`config.mk`:
```
export PLATFORM = sky130hd
export DESIGN_NAME = pid_mac_sequencer_flat
export DESIGN_NICKNAME = d
export VERILOG_FILES = /design/src/rtl/pid_pkg.sv /design/src/rtl/pid_mac_sequencer_if.sv /design/src/rtl/pid_sat.sv /design/src/rtl/pid_mac_sequencer.sv /design/src/flat_wrapper.sv
export SDC_FILE = /design/constraint.sdc
export NUM_CORES = 1
export LEC_CHECK = 0
export CAP_MARGIN = 10
export CORE_MARGIN = 2
export CORE_UTILIZATION = 50
export DETAILED_ROUTE_END_ITERATION = 8
export HOLD_SLACK_MARGIN = 0.12
export PLACE_DENSITY = 0.64
export SLEW_MARGIN = 20
export SYNTH_ARGS = -nofsm -noshare
export SYNTH_HDL_FRONTEND = slang
export SYNTH_HIERARCHICAL = 1
export SYNTH_SLANG_ARGS = --single-unit
```
`constraint.sdc`:
```
create_clock -name f_pwm -period 16.8 [get_ports f_pwm]
set_clock_uncertainty 0.15 [all_clocks]
set_input_delay 3.36 -clock f_pwm [delete_from_list [all_inputs] [get_ports f_pwm]]
set_output_delay 3.36 -clock f_pwm [all_outputs]
set_load 0.005 [all_outputs]
```
`src/rtl/pid_pkg.sv`:
```
// Shared types and constants for the time-multiplexed PID MAC sequencer.
package pid_pkg;

  localparam int ERR_W  = 10;
  localparam int GAIN_W = 10;
  localparam int OUT_W  = 19;
  localparam int ACC_W  = 23;
  localparam int DIFF_W = ERR_W + 1;
  localparam int PE_W   = GAIN_W + ERR_W;
  localparam int PROD_W = GAIN_W + DIFF_W;

  localparam logic signed [OUT_W-1:0] INT_MAX_DEF   = 19'sh3FFFE;
  localparam int                      INT_SHIFT_DEF = 3;

  typedef enum logic [2:0] {
    IDLE,
    MUL_P,
    MUL_I,
    MUL_D,
    SUM
  } state_e;

  typedef enum logic [1:0] {
    SEL_KP   = 2'd0,
    SEL_KI   = 2'd1,
    SEL_KD   = 2'd2,
    SEL_NONE = 2'd3
  } cfg_sel_e;

endpackage

```
`src/rtl/pid_mac_sequencer_if.sv`:
```
// Sample, integrator-control and gain-config signals between the error stage, controller and DPWM.
interface pid_mac_sequencer_if;
  import pid_pkg::*;

  logic                     start;
  logic signed [ERR_W-1:0]  N_er;
  logic                     int_hold;
  logic                     int_clr;
  logic                     cfg_valid;
  logic                     cfg_ready;
  logic [1:0]               cfg_sel;
  logic signed [GAIN_W-1:0] cfg_data;
  logic signed [OUT_W-1:0]  N_con;
  logic                     done;
  logic                     busy;
  logic                     sat;
  logic                     overrun;
  logic                     clr_ovr;

  modport master (
    output start, N_er, int_hold, int_clr, cfg_valid, cfg_sel, cfg_data, clr_ovr,
    input  cfg_ready, N_con, done, busy, sat, overrun
  );

  modport slave (
    input  start, N_er, int_hold, int_clr, cfg_valid, cfg_sel, cfg_data, clr_ovr,
    output cfg_ready, N_con, done, busy, sat, overrun
  );
endinterface

```
`src/rtl/pid_sat.sv`:
```
// Signed saturator: clips i_val into [MIN_VAL, MAX_VAL] and flags when clipping happened.
module pid_sat #(
  parameter int IN_W    = 23,
  parameter int OUT_W   = 19,
  parameter int MAX_VAL = (2 ** (OUT_W - 1)) - 1,
  parameter int MIN_VAL = -(2 ** (OUT_W - 1))
) (
  input  logic signed [IN_W-1:0]  i_val,
  output logic signed [OUT_W-1:0] o_val,
  output logic                    o_clip
);
  localparam logic signed [IN_W-1:0] L_MAX = IN_W'(MAX_VAL);
  localparam logic signed [IN_W-1:0] L_MIN = IN_W'(MIN_VAL);

  // NOTE: every always_comb output gets a default first so no path leaves it unassigned (no latch).
  always_comb begin
    o_val  = i_val[OUT_W-1:0];
    o_clip = 1'b0;
    if (i_val > L_MAX) begin
      o_val  = L_MAX[OUT_W-1:0];
      o_clip = 1'b1;
    end else if (i_val < L_MIN) begin
      o_val  = L_MIN[OUT_W-1:0];
      o_clip = 1'b1;
    end
  end
endmodule

```
`src/rtl/pid_mac_sequencer.sv`:
```
// PID engine: one shared signed 10x11 multiplier stepped through P, I and D per start pulse,
// with gain registers, clamped integrator and saturated 19-bit output.
module pid_mac_sequencer
  import pid_pkg::*;
#(
  parameter logic signed [OUT_W-1:0] INT_MAX   = INT_MAX_DEF,
  parameter int                      INT_SHIFT = INT_SHIFT_DEF
) (
  input logic                f_pwm,
  input logic                rst,
  pid_mac_sequencer_if.slave bus
);

  state_e r_state, w_state_next;

  logic signed [GAIN_W-1:0] r_kp, r_ki, r_kd;
  logic signed [GAIN_W-1:0] r_kp_s, r_ki_s, r_kd_s;
  logic signed [ERR_W-1:0]  r_e, r_e_prev;
  logic signed [PE_W-1:0]   r_p, r_kie;
  logic signed [PROD_W-1:0] r_d;
  logic signed [OUT_W-1:0]  r_acc, r_n_con;
  logic                     r_sat, r_done, r_overrun;

  logic signed [GAIN_W-1:0] w_mul_a;
  logic signed [DIFF_W-1:0] w_mul_b, w_e_ext, w_eprev_ext, w_diff;
  logic signed [PROD_W-1:0] w_prod, w_acc_ext, w_kie_ext, w_kie_sh, w_acc_sum;
  logic signed [ACC_W-1:0]  w_sum;
  logic signed [OUT_W-1:0]  w_acc_clamped, w_sum_sat;
  logic                     w_acc_clip, w_sum_clip, w_idle, w_start_acc, w_cfg_wr;

  assign w_idle      = (r_state == IDLE);
  assign w_start_acc = w_idle && bus.start;
  assign w_cfg_wr    = w_idle && bus.cfg_valid;

  always_comb begin
    w_state_next = r_state;
    w_mul_a      = '0;
    w_mul_b      = '0;
    case (r_state)
      IDLE:  if (bus.start) w_state_next = MUL_P;
      MUL_P: begin w_state_next = MUL_I; w_mul_a = r_kp_s; w_mul_b = w_e_ext; end
      MUL_I: begin w_state_next = MUL_D; w_mul_a = r_ki_s; w_mul_b = w_e_ext; end
      MUL_D: begin w_state_next = SUM;   w_mul_a = r_kd_s; w_mul_b = w_diff;  end
      SUM:   w_state_next = IDLE;
      default: w_state_next = IDLE;
    endcase
  end

  // Single shared multiplier; operands sign-extend to the full product width.
  assign w_e_ext     = {r_e[ERR_W-1], r_e};
  assign w_eprev_ext = {r_e_prev[ERR_W-1], r_e_prev};
  assign w_diff      = w_e_ext - w_eprev_ext;
  assign w_prod      = PROD_W'(w_mul_a) * PROD_W'(w_mul_b);

  assign w_acc_ext = {{(PROD_W-OUT_W){r_acc[OUT_W-1]}}, r_acc};
  assign w_kie_ext = {r_kie[PE_W-1], r_kie};
  assign w_kie_sh  = w_kie_ext >>> INT_SHIFT;
  assign w_acc_sum = w_acc_ext + w_kie_sh;

  assign w_sum = {{(ACC_W-PE_W){r_p[PE_W-1]}}, r_p}
               + {{(ACC_W-OUT_W){r_acc[OUT_W-1]}}, r_acc}
               + {{(ACC_W-PROD_W){r_d[PROD_W-1]}}, r_d};

  pid_sat #(.IN_W(PROD_W), .OUT_W(OUT_W), .MAX_VAL(int'(INT_MAX)), .MIN_VAL(-int'(INT_MAX)))
    u_acc_sat (.i_val(w_acc_sum), .o_val(w_acc_clamped), .o_clip(w_acc_clip));

  pid_sat #(.IN_W(ACC_W), .OUT_W(OUT_W))
    u_out_sat (.i_val(w_sum), .o_val(w_sum_sat), .o_clip(w_sum_clip));

  // NOTE: sequential state uses non-blocking assignments so every register samples pre-edge values.
  always_ff @(posedge f_pwm or posedge rst) begin
    if (rst) r_state <= IDLE;
    else     r_state <= w_state_next;
  end

  always_ff @(posedge f_pwm or posedge rst) begin
    if (rst) begin
      r_kp <= '0; r_ki <= '0; r_kd <= '0;
      r_kp_s <= '0; r_ki_s <= '0; r_kd_s <= '0;
      r_e <= '0; r_e_prev <= '0; r_acc <= '0;
      r_p <= '0; r_kie <= '0; r_d <= '0;
      r_n_con <= '0; r_sat <= 1'b0; r_done <= 1'b0; r_overrun <= 1'b0;
    end else begin
      // Snapshot reads the old gains, so a same-edge config write affects only later samples.
      if (w_start_acc) begin
        r_e    <= bus.N_er;
        r_kp_s <= r_kp;
        r_ki_s <= r_ki;
        r_kd_s <= r_kd;
      end
      if (w_cfg_wr) begin
        case (cfg_sel_e'(bus.cfg_sel))
          SEL_KP:  r_kp <= bus.cfg_data;
          SEL_KI:  r_ki <= bus.cfg_data;
          SEL_KD:  r_kd <= bus.cfg_data;
          default: ;
        endcase
      end
      case (r_state)
        MUL_P: r_p   <= w_prod[PE_W-1:0];
        MUL_I: r_kie <= w_prod[PE_W-1:0];
        MUL_D: r_d   <= w_prod;
        SUM: begin
          r_n_con <= w_sum_sat;
          r_sat   <= w_sum_clip;
        end
        default: ;
      endcase
      if (bus.int_clr) begin
        r_acc    <= '0;
        r_e_prev <= '0;
      end else if (r_state == MUL_D) begin
        if (!bus.int_hold) r_acc <= w_acc_clamped;
        r_e_prev <= r_e;
      end
      r_done <= (r_state == SUM);
      if (bus.start && !w_idle) r_overrun <= 1'b1;
      else if (bus.clr_ovr)     r_overrun <= 1'b0;
    end
  end

  assign bus.cfg_ready = w_idle;
  assign bus.busy      = !w_idle;
  assign bus.N_con     = r_n_con;
  assign bus.done      = r_done;
  assign bus.sat       = r_sat;
  assign bus.overrun   = r_overrun;

endmodule

```
`src/flat_wrapper.sv`:
```
// flat-port wrapper written by rule: the top's interface ports become plain ports
module pid_mac_sequencer_flat import pid_pkg::*;
#(
  parameter logic signed [OUT_W-1:0] INT_MAX   = INT_MAX_DEF,
  parameter int                      INT_SHIFT = INT_SHIFT_DEF
)
  (f_pwm, rst, bus_start, bus_N_er, bus_int_hold, bus_int_clr, bus_cfg_valid, bus_cfg_sel, bus_cfg_data, bus_clr_ovr, bus_cfg_ready, bus_N_con, bus_done, bus_busy, bus_sat, bus_overrun);
  pid_mac_sequencer_if bus_i ();
  input logic f_pwm;
  input logic rst;
  input wire logic [$bits(bus_i.start)-1:0] bus_start;
  input wire logic [$bits(bus_i.N_er)-1:0] bus_N_er;
  input wire logic [$bits(bus_i.int_hold)-1:0] bus_int_hold;
  input wire logic [$bits(bus_i.int_clr)-1:0] bus_int_clr;
  input wire logic [$bits(bus_i.cfg_valid)-1:0] bus_cfg_valid;
  input wire logic [$bits(bus_i.cfg_sel)-1:0] bus_cfg_sel;
  input wire logic [$bits(bus_i.cfg_data)-1:0] bus_cfg_data;
  input wire logic [$bits(bus_i.clr_ovr)-1:0] bus_clr_ovr;
  output wire logic [$bits(bus_i.cfg_ready)-1:0] bus_cfg_ready;
  output wire logic [$bits(bus_i.N_con)-1:0] bus_N_con;
  output wire logic [$bits(bus_i.done)-1:0] bus_done;
  output wire logic [$bits(bus_i.busy)-1:0] bus_busy;
  output wire logic [$bits(bus_i.sat)-1:0] bus_sat;
  output wire logic [$bits(bus_i.overrun)-1:0] bus_overrun;
  assign bus_i.start = bus_start;
  assign bus_i.N_er = bus_N_er;
  assign bus_i.int_hold = bus_int_hold;
  assign bus_i.int_clr = bus_int_clr;
  assign bus_i.cfg_valid = bus_cfg_valid;
  assign bus_i.cfg_sel = bus_cfg_sel;
  assign bus_i.cfg_data = bus_cfg_data;
  assign bus_i.clr_ovr = bus_clr_ovr;
  assign bus_cfg_ready = bus_i.cfg_ready;
  assign bus_N_con = bus_i.N_con;
  assign bus_done = bus_i.done;
  assign bus_busy = bus_i.busy;
  assign bus_sat = bus_i.sat;
  assign bus_overrun = bus_i.overrun;
  pid_mac_sequencer #(.INT_MAX(INT_MAX), .INT_SHIFT(INT_SHIFT)) u_core (.f_pwm(f_pwm), .rst(rst), .bus(bus_i));
endmodule
```
======== Yosys cells after proc, flatten, opt, wreduce, memory -nomap -nowiden ========
Cells that the tools add are included.
Widths: inputs -> output; s select.
word-level totals
  output and inout port bits .............. 24
  input port bits ......................... 29
  logic and storage cells ................. 64
  register bits after elaboration ......... 185
operators by class
  mux-type cells .......................... 17
  reduce and logical (&&, ||, !) cells .... 13
  add/subtract/negate cells ............... 4
  order comparisons ....................... 4
  multiply operators ...................... 1
  eq/ne operators ......................... 8
operators with widths
  kind                  number
  $mux 19               7
  $pmux 10 s3           1
  $add 23x23->23        1
  $gt 23x19->1 const B  1
  $lt 23x19->1 const B  1
  $pmux 11 s2           1
  $add 20x19->21        1
  $gt 21x19->1 const B  1
  $lt 21x19->1 const B  1
  $mul 10x11->21        1
  $add 19x17->20        1
  $mux 10               2
  $pmux 3 s4            1
  $sub 10x10->11        1
  $reduce_and 2->1      4
  $eq 3x2->1 const B    2
  $mux 1                4
  $reduce_bool 2->1     2
  $eq 3x1->1 const B    1
  $eq 3x3->1 const B    1
  $logic_and 1x1->1     3
  $logic_not 3->1       1
  $mux 3                1
  $eq 2x1->1 const B    1
  other kinds (6)       6

======== Longest topological paths before layout ========
Gate-level depths: netlist (run 1).
  depth after elaboration ................. 7
  depth in mapped cells ................... 29
  mapped depth without buffers ............ 29

======== By module ========
Netlist (run 1), hierarchy kept.
modules (own cells, without submodules)
  module                      area an instance (sq um)  times used  cells an instance
  pid_mac_sequencer           14177.3                   1           1397
  pid_sat (u_core.u_out_sat)  478.0                     1           74
  pid_sat (u_core.u_acc_sat)  310.3                     1           67

======== Least setup slack after synthesis (run 1) ========
Ideal clock, no wire load.
  path kind ............................... reg2reg
  from .................................... register u_core.r_e[1]
  to ...................................... register u_core.r_kie[16]
  library setup time ...................... 132 ps
  clock period less this slack ............ 6573 ps
  cell stages (with the launch flop) ...... 25
  arrival time ............................ 6291 ps
  path slack .............................. 10227 ps
  required time ........................... 16518 ps
  path buffers ............................ 1
  cells stage by stage .................... dfrtp_1 -> ha_1 -> nor2b_4 -> o21ai_2 -> a21boi_2 -> o211ai_2 -> a21oi_2 -> or4_1 -> a32o_1 -> buf_6 -> and2_4 -> fa_1 -> fa_1 -> fa_1 -> fa_1 -> inv_1 -> fa_1 -> inv_1 -> ha_1 -> a2111oi_0 -> a21oi_1 -> a21o_1 -> a21oi_1 -> xnor2_1 -> o21ai_0
on the way
  word-level cells in the longest chain between the ends .. 3
ends and longest elaborated chain
  element                 RTL line                  text
  start, declared         pid_mac_sequencer.sv:18   logic signed [ERR_W-1:0] r_e, r_e_prev;
  start signal, assigned  pid_mac_sequencer.sv:86   r_e <= bus.N_er;
  $sub 10x10->11          pid_mac_sequencer.sv:52   assign w_diff = w_e_ext - w_eprev_ext;
  $pmux 11 s2 *           pid_mac_sequencer.sv:39   case (r_state)
  $mul 10x11->21 *        pid_mac_sequencer.sv:53   assign w_prod = PROD_W'(w_mul_a) * PROD_W'(w_mul_b);
  end signal, assigned    pid_mac_sequencer.sv:101  MUL_I: r_kie <= w_prod[PE_W-1:0];
  end, declared           pid_mac_sequencer.sv:19   logic signed [PE_W-1:0] r_p, r_kie;
Every way passes the cells marked *; elsewhere a longest branch is shown, timed or not.
A chain may end at the register's enable or synchronous reset.

======== Worst setup path after layout (run 1) ========
  from .................................... register u_core.r_state[1]
  to ...................................... register u_core.r_kie[16]
on the way
  word-level cells in the longest chain between the ends .. 4
  elaborated cells between the ends (all ways) .. 7
ends and longest elaborated chain
  element                                          RTL line                                          text
  start, declared                                  pid_mac_sequencer.sv:14                           state_e r_state, w_state_next;
  start signal, assigned                           pid_mac_sequencer.sv:73                           else r_state <= w_state_next;
  $eq 3x1->1 / $eq 3x2->1 (equally long branches)  pid_mac_sequencer.sv:39, pid_mac_sequencer.sv:99
  $reduce_or 2->1 (no line)                        -
  $pmux 11 s2                                      pid_mac_sequencer.sv:39
  $mul 10x11->21                                   pid_mac_sequencer.sv:53
Several ways; a longest one is shown, not always the timed one.

==> results.md, run 1 <==
- Fin crit period: 7646 ps
- Syn nets: roughly 1,800
- R2R cell count: 19
- Max Clk Rate: about 0.13 GHz
- R2R Path End: u_core/r_kie[16]$_DFFE_PP0N_
- Die area: 31,290 um2
- CTS buffer count: 17
- Critical Path End: u_core/r_kie[16]$_DFFE_PP0N_
- Worst Path Max Fanout: 18
- Gr usage total: 0.2209
- Largest net degree at the start of global routing: 110
- Area growth, synth to finish: 9.794%
- RSZ-0062 raised after global routing: no
- Synth Cell Area: between 10,000 and 15,000 um2
- CP required: 16,910 ps
- TritonCTS clock tree: built
- Uppermost routed layer: met4
- Nets@finish: 1,807
- Fillcell total: 2,649
- Vias in the first global route: ~11,000
- Ant. Diodes: 0
- Clk sinks: between 150 and 200
- Resized cells post-CTS: 0
- R2r setup slk: roughly 9000 ps
- Routed Antenna Nets: 0
- Bufs on Longest Clock Path: 2
- Hold Crit Class: reg -> reg
- Via/cell ratio: 5.497
- Vias post-DR: ~11,000
- Slew @ Worst Pin: between 1000 and 1500 ps
- Die X: about 180 um
- Met2 routed WL: about 16,000 um
- Port bufs: 52
- Outcome: completed
- H-tree depth: 4
- Worst slew margin: 0.2286
- Arrival time worst endpoint: roughly 7800 ps
- Crit Path Class: reg -> reg
- Fraction of layout cells with a size suffix above 1: 0.1205
- Reg2reg start: u_core/r_state[1]$_DFFE_PP0P_
- CP Launch Type: register
- Tcrit/Tclk final: 0.4551
- First-pass GRT wire length: about 55,000 um
- Core area: 29,560 um2
- Io pins: between 50 and 60
- Initial DRC Count: ~660
- Final Setup Violations: 0
- Syn. warnings: 6
- Setup tns final: 0 ps
- DP Wirelength: 25,470 um
- Final Hold Viols: 0
- Global route overflow: 0
- TritonRoute pass-1 iters: 5
- Met3 wire length: between 900 and 1000 um
- Row cnt: 63
- Clock transition at the registers of the reported paths: approximately 80 ps
- Drt drc: 0
- Worst skew pair latency: roughly 430 ps
- Die Y: between 150 and 200 um
- RePlAce Congestion: a little under 0.9
- DRT Wirelength: around 33,000 um
- Syn Area/Cell: approximately 10 um2
- Most common cell after layout, fill and taps aside: nand2_1
- Element type at the critical path end: register
- Wl on met1: roughly 16,000 um
- Root buf cell: clkbuf_16
- Max cap viols: 0
- Post-synthesis cell count: between 1,500 and 2,000
- Post-CTS setup buffer count: 0
- Initial Util: 0.5057
- Most frequent cells in the layout: nand2_1, dfrtp_1, inv_1
- Routed len/inst: roughly 17 um
- Post-CTS Hold Fix Bufs: 0
- Final max-slew violation count: 0
- Worst setup startpoint: u_core/r_state[1]$_DFFE_PP0P_
- Initial antenna violation count: 0
-- how the worst min path moves through the flow --
| stage | from | to | slack (ps) | cells past startpoint |
|---|---|---|---|---|
| 6_report | u_core/r_kp[7]$_DFFE_PP0P_ | u_core/r_kp_s[7]$_DFFE_PP0P_ | 350 | 1 |
| 5_1_grt | u_core/r_ki[9]$_DFFE_PP0P_ | u_core/r_ki_s[9]$_DFFE_PP0P_ | 370 | 1 |
| 4_1_cts | u_core/r_d[0]$_DFFE_PP0N_ | u_core/r_d[0]$_DFFE_PP0N_ | 350 | 2 |
| 3_5_place_dp | u_core/r_p[0]$_DFFE_PP0N_ | u_core/r_p[0]$_DFFE_PP0N_ | 330 | 2 |
| 3_3_place_gp | u_core/r_p[0]$_DFFE_PP0N_ | u_core/r_p[0]$_DFFE_PP0N_ | 320 | 2 |
| 2_1_floorplan | u_core/r_d[0]$_DFFE_PP0N_ | u_core/r_d[0]$_DFFE_PP0N_ | 300 | 2 |
-- stage by stage --
step | instance area [um2] | std cells | hold WS [ps] | utilization | worst slack [ps]
5_1_grt | 16410 | 1959 | 367.9 | 0.5552 | 8710
6_report | 16410 | 1959 | 350.3 | 0.5552 | 9154
3_5_place_dp | 15780 | 1927 | 325.3 | 0.5340 | 9223
3_3_place_gp | 15780 | 1927 | 316.3 | 0.5340 | 9384
2_1_floorplan | 14950 | 1535 | 298.5 | - | 8346
4_1_cts | 16410 | 1959 | 345.1 | 0.5552 | 9159
-- worst max-delay path, cell delays in order, from the launching register on --
cell	delay, ps
dfrtp_1	770
nor2b_1	630
nand2_1	140
a21oi_1	930
nand3_4	280
inv_1	150
fa_1	510
fa_1	590
fa_1	440
fa_1	550
inv_1	50
fa_1	520
inv_1	40
ha_1	360
a2111oi_0	470
a21oi_1	220
a21o_1	210
a21oi_1	170
xnor2_1	170
o21ai_0	120
-- flip-flops by register name (all words and copies together) (netlist names), 3 cells and up --
| signal | cells |
|---|---|
| u_core/r_p | 20 |
| u_core/r_d | 21 |
| u_core/r_ki_s | 10 |
| u_core/r_kp_s | 10 |
| u_core/bus.N_con | 19 |
| u_core/r_kd | 10 |
| u_core/r_acc | 19 |
| u_core/r_state | 3 |
| u_core/r_ki | 10 |
| u_core/r_kie | 17 |
| u_core/r_e_prev | 10 |
| u_core/r_kp | 10 |
| u_core/r_kd_s | 10 |
| u_core/r_e | 10 |
-- routing by layer --
| layer | vias up | global-route usage |
|---|---|---|
| li1 | 5217 | - |
| met1 | 5320 | 0.3049 |
| met2 | 189 | 0.3696 |
| met3 | 42 | 0.02534 |
| met4 | 0 | 0.06198 |
| met5 | - | 0 |
-- layout make-up --
type / count / area (um2) / share of cell area
multi-input cells: 1125 / 9495 / 0.5786
flip-flops and latches: 182 / 4554 / 0.2775
repair buffers: 66 / 625.6 / 0.03812
inverters: 164 / 620.6 / 0.03782
well taps: 390 / 488.0 / 0.02973
clock buffers: 17 / 425.4 / 0.02592
clock inverters: 15 / 201.4 / 0.01228
Power of run 1 is not shown: default switching activity piles up to over one toggle a cycle in this logic, so the estimate is an artifact.
==> inputs of run 2 (changes only) <==
- clock period: 16.8 -> 8 ns (I/O delays scaled with it)
==> run 2 against run 1 <==
  * Design area increased by 0.20%
  * Fmax increased by 3.0%
  * Via count unchanged
  * Critical path depth increased by 1
  * Cell count increased by 0.31%
  * Count of clock-buffer cells in the layout unchanged
  * Worst setup slack got worse by 8600 ps
  * Die area unchanged
  * Routed wire length decreased by 0.40%
==> results.md, run 2 (same netlist as run 1, synthesis figures left out) <==
- Outcome: completed (unchanged)
- RSZ-0062 raised after global routing: no (unchanged)
- Clk sinks: 182 (unchanged)
- Fraction of layout cells with a size suffix above 1: 0.1238 (was 0.1205)
- Routed Antenna Nets: 0 (unchanged)
- Initial DRC Count: 619 (was 658)
- Worst skew pair latency: 440 ps (was 430 ps)
- Io pins: 53 (unchanged)
- Final Setup Violations: 0 (unchanged)
- Die Y: 176.9 um (unchanged)
- Met2 routed WL: 16,210 um (was 15,730 um)
- Root buf cell: clkbuf_16 (unchanged)
- Max Clk Rate: 0.1347 GHz (was 0.1308 GHz)
- DRT Wirelength: 32,890 um (was 33,020 um)
- Post-CTS Hold Fix Bufs: 0 (unchanged)
- CTS buffer count: 17 (unchanged)
- Bufs on Longest Clock Path: 2 (unchanged)
- Uppermost routed layer: met4 (unchanged)
- Nets@finish: 1,813 (was 1,807)
- Worst Path Max Fanout: 17 (was 18)
- First-pass GRT wire length: 55,820 um (was 55,360 um)
- Fin crit period: 7426 ps (was 7646 ps)
- TritonCTS clock tree: built (unchanged)
- Gr usage total: 0.2221 (was 0.2209)
- RePlAce Congestion: 0.9039 (was 0.8799)
- Worst slew margin: 0.2612 (was 0.2286)
- Met3 wire length: 716 um (was 967 um)
- Final Hold Viols: 0 (unchanged)
- CP Launch Type: register (unchanged)
- Clock transition at the registers of the reported paths: 80 ps (about the same)
- H-tree depth: 4 (unchanged)
- Setup tns final: 0 ps (unchanged)
- Post-CTS setup buffer count: 0 (unchanged)
- Largest Register: u_core/r_d (unchanged)
- DP Wirelength: 25,310 um (was 25,470 um)
- Resized cells post-CTS: 0 (unchanged)
- Routed len/inst: 16.74 um (was 16.86 um)
- Vias in the first global route: 11,020 (was 11,060)
- CP required: 8130 ps (was 16,910 ps)
- Element type at the critical path end: register (unchanged)
- Initial antenna violation count: 0 (unchanged)
- Most common cell after layout, fill and taps aside: nand2_1 (unchanged)
- Slew @ Worst Pin: 1108 ps (was 1157 ps)
- Die X: 176.9 um (unchanged)
- TritonRoute pass-1 iters: 6 (was 5)
- Row cnt: 63 (unchanged)
- Drt drc: 0 (unchanged)
- Hold Crit Class: reg -> reg (unchanged)
- Ant. Diodes: 0 (unchanged)
- Port bufs: 52 (unchanged)
- Area growth, synth to finish: 10.01% (was 9.794%)
- Most frequent cells in the layout: nand2_1, dfrtp_1, inv_1 (unchanged)
- Max cap viols: 0 (unchanged)
- Core area: 29,560 um2 (unchanged)
- Max reg flops: 21 (unchanged)
- Via/cell ratio: 5.480 (was 5.497)
- Initial Util: 0.5057 (unchanged)
- Wl on met1: 15,520 um (was 15,700 um)
- Largest regs: u_core/r_d (21), u_core/r_p (20) (unchanged)
- Tcrit/Tclk final: 0.9282 (was 0.4551)
- Crit Path Class: reg -> reg (unchanged)
- Final max-slew violation count: 0 (unchanged)
- Die area: 31,290 um2 (unchanged)
- Arrival time worst endpoint: 7550 ps (was 7760 ps)
- Largest net degree at the start of global routing: 98 (was 110)
- Vias post-DR: 10,770 (unchanged)
- Global route overflow: 0 (unchanged)
run 2: changes by cell type in the layout (fill, tap and decap cells not counted):
cell        delta
clkinvlp_4     +2
bufinv_16      -1
clkinv_8       +1
buf_6          +1
buf_4          +5
inv_6          -3
clkinv_4       +1
run 2: layer usage:
metal,track usage,vias to the layer above
met2,0.3817,153
li1,-,5234
met4,0.04718,0
met5,0,-
met3,0.02706,33
met1,0.3028,5348
run 2: layout make-up:
class                           count  area [um2]
Fill cell                        2606       13120
Sequential cell                   182        4554
Multi-Input combinational cell   1125        9495
Clock buffer                       17       425.4
Inverter                          164       620.6
Timing Repair Buffer               72       674.4
Tap cell                          390       488.0
Clock inverter                     15       185.2
run 2: worst paths after layout:
path / startpoint / end / slack, ps / cells after the start
max: u_core/r_state[0]$_DFFE_PP0P_ / u_core/r_kie[19]$_DFFE_PP0N_ / 570 / 20
min: u_core/r_d[0]$_DFFE_PP0N_ / u_core/r_d[0]$_DFFE_PP0N_ / 330 / 2
min in group asynchronous: rst / u_core/bus.N_con[0]$_DFFE_PP0P_ / 1550 / 2
max in group asynchronous: rst / u_core/r_kp_s[9]$_DFFE_PP0P_ / 4910 / 3
min reg2reg: u_core/r_d[0]$_DFFE_PP0N_ / u_core/r_d[0]$_DFFE_PP0N_ / 330 / 2
max reg2reg: u_core/r_state[0]$_DFFE_PP0P_ / u_core/r_kie[19]$_DFFE_PP0N_ / 570 / 20
run 2: metrics by stage:
stage                     instances  worst slack [ps]  hold slack [ps]  area (um2)    util
after floorplan                1535              1306            298.5       14950       -
after global placement         1933             716.4            319.4       15830  0.5355
after detailed placement       1933             579.8            328.6       15830  0.5355
after CTS                      1965             573.3            338.4       16440  0.5561
after global routing           1965             118.0            360.4       16440  0.5563
final                          1965             574.3            333.6       16440  0.5563
run 2: worst max-delay path, cell delays in order (launching register included):
cell and delay (ps):
dfrtp_1 600, nor2b_1 730, nand2_1 120, a21oi_1 890, nand2_1 200, fa_1 530
fa_1 510, inv_1 60, fa_1 500, fa_1 540, inv_1 50, fa_1 520
inv_1 40, ha_1 320, a211o_1 310, o21bai_1 180, a21oi_1 240, a21oi_1 120
a31oi_1 220, xor2_1 280, o21ai_0 140
Power of run 2 is left out for the same reason.
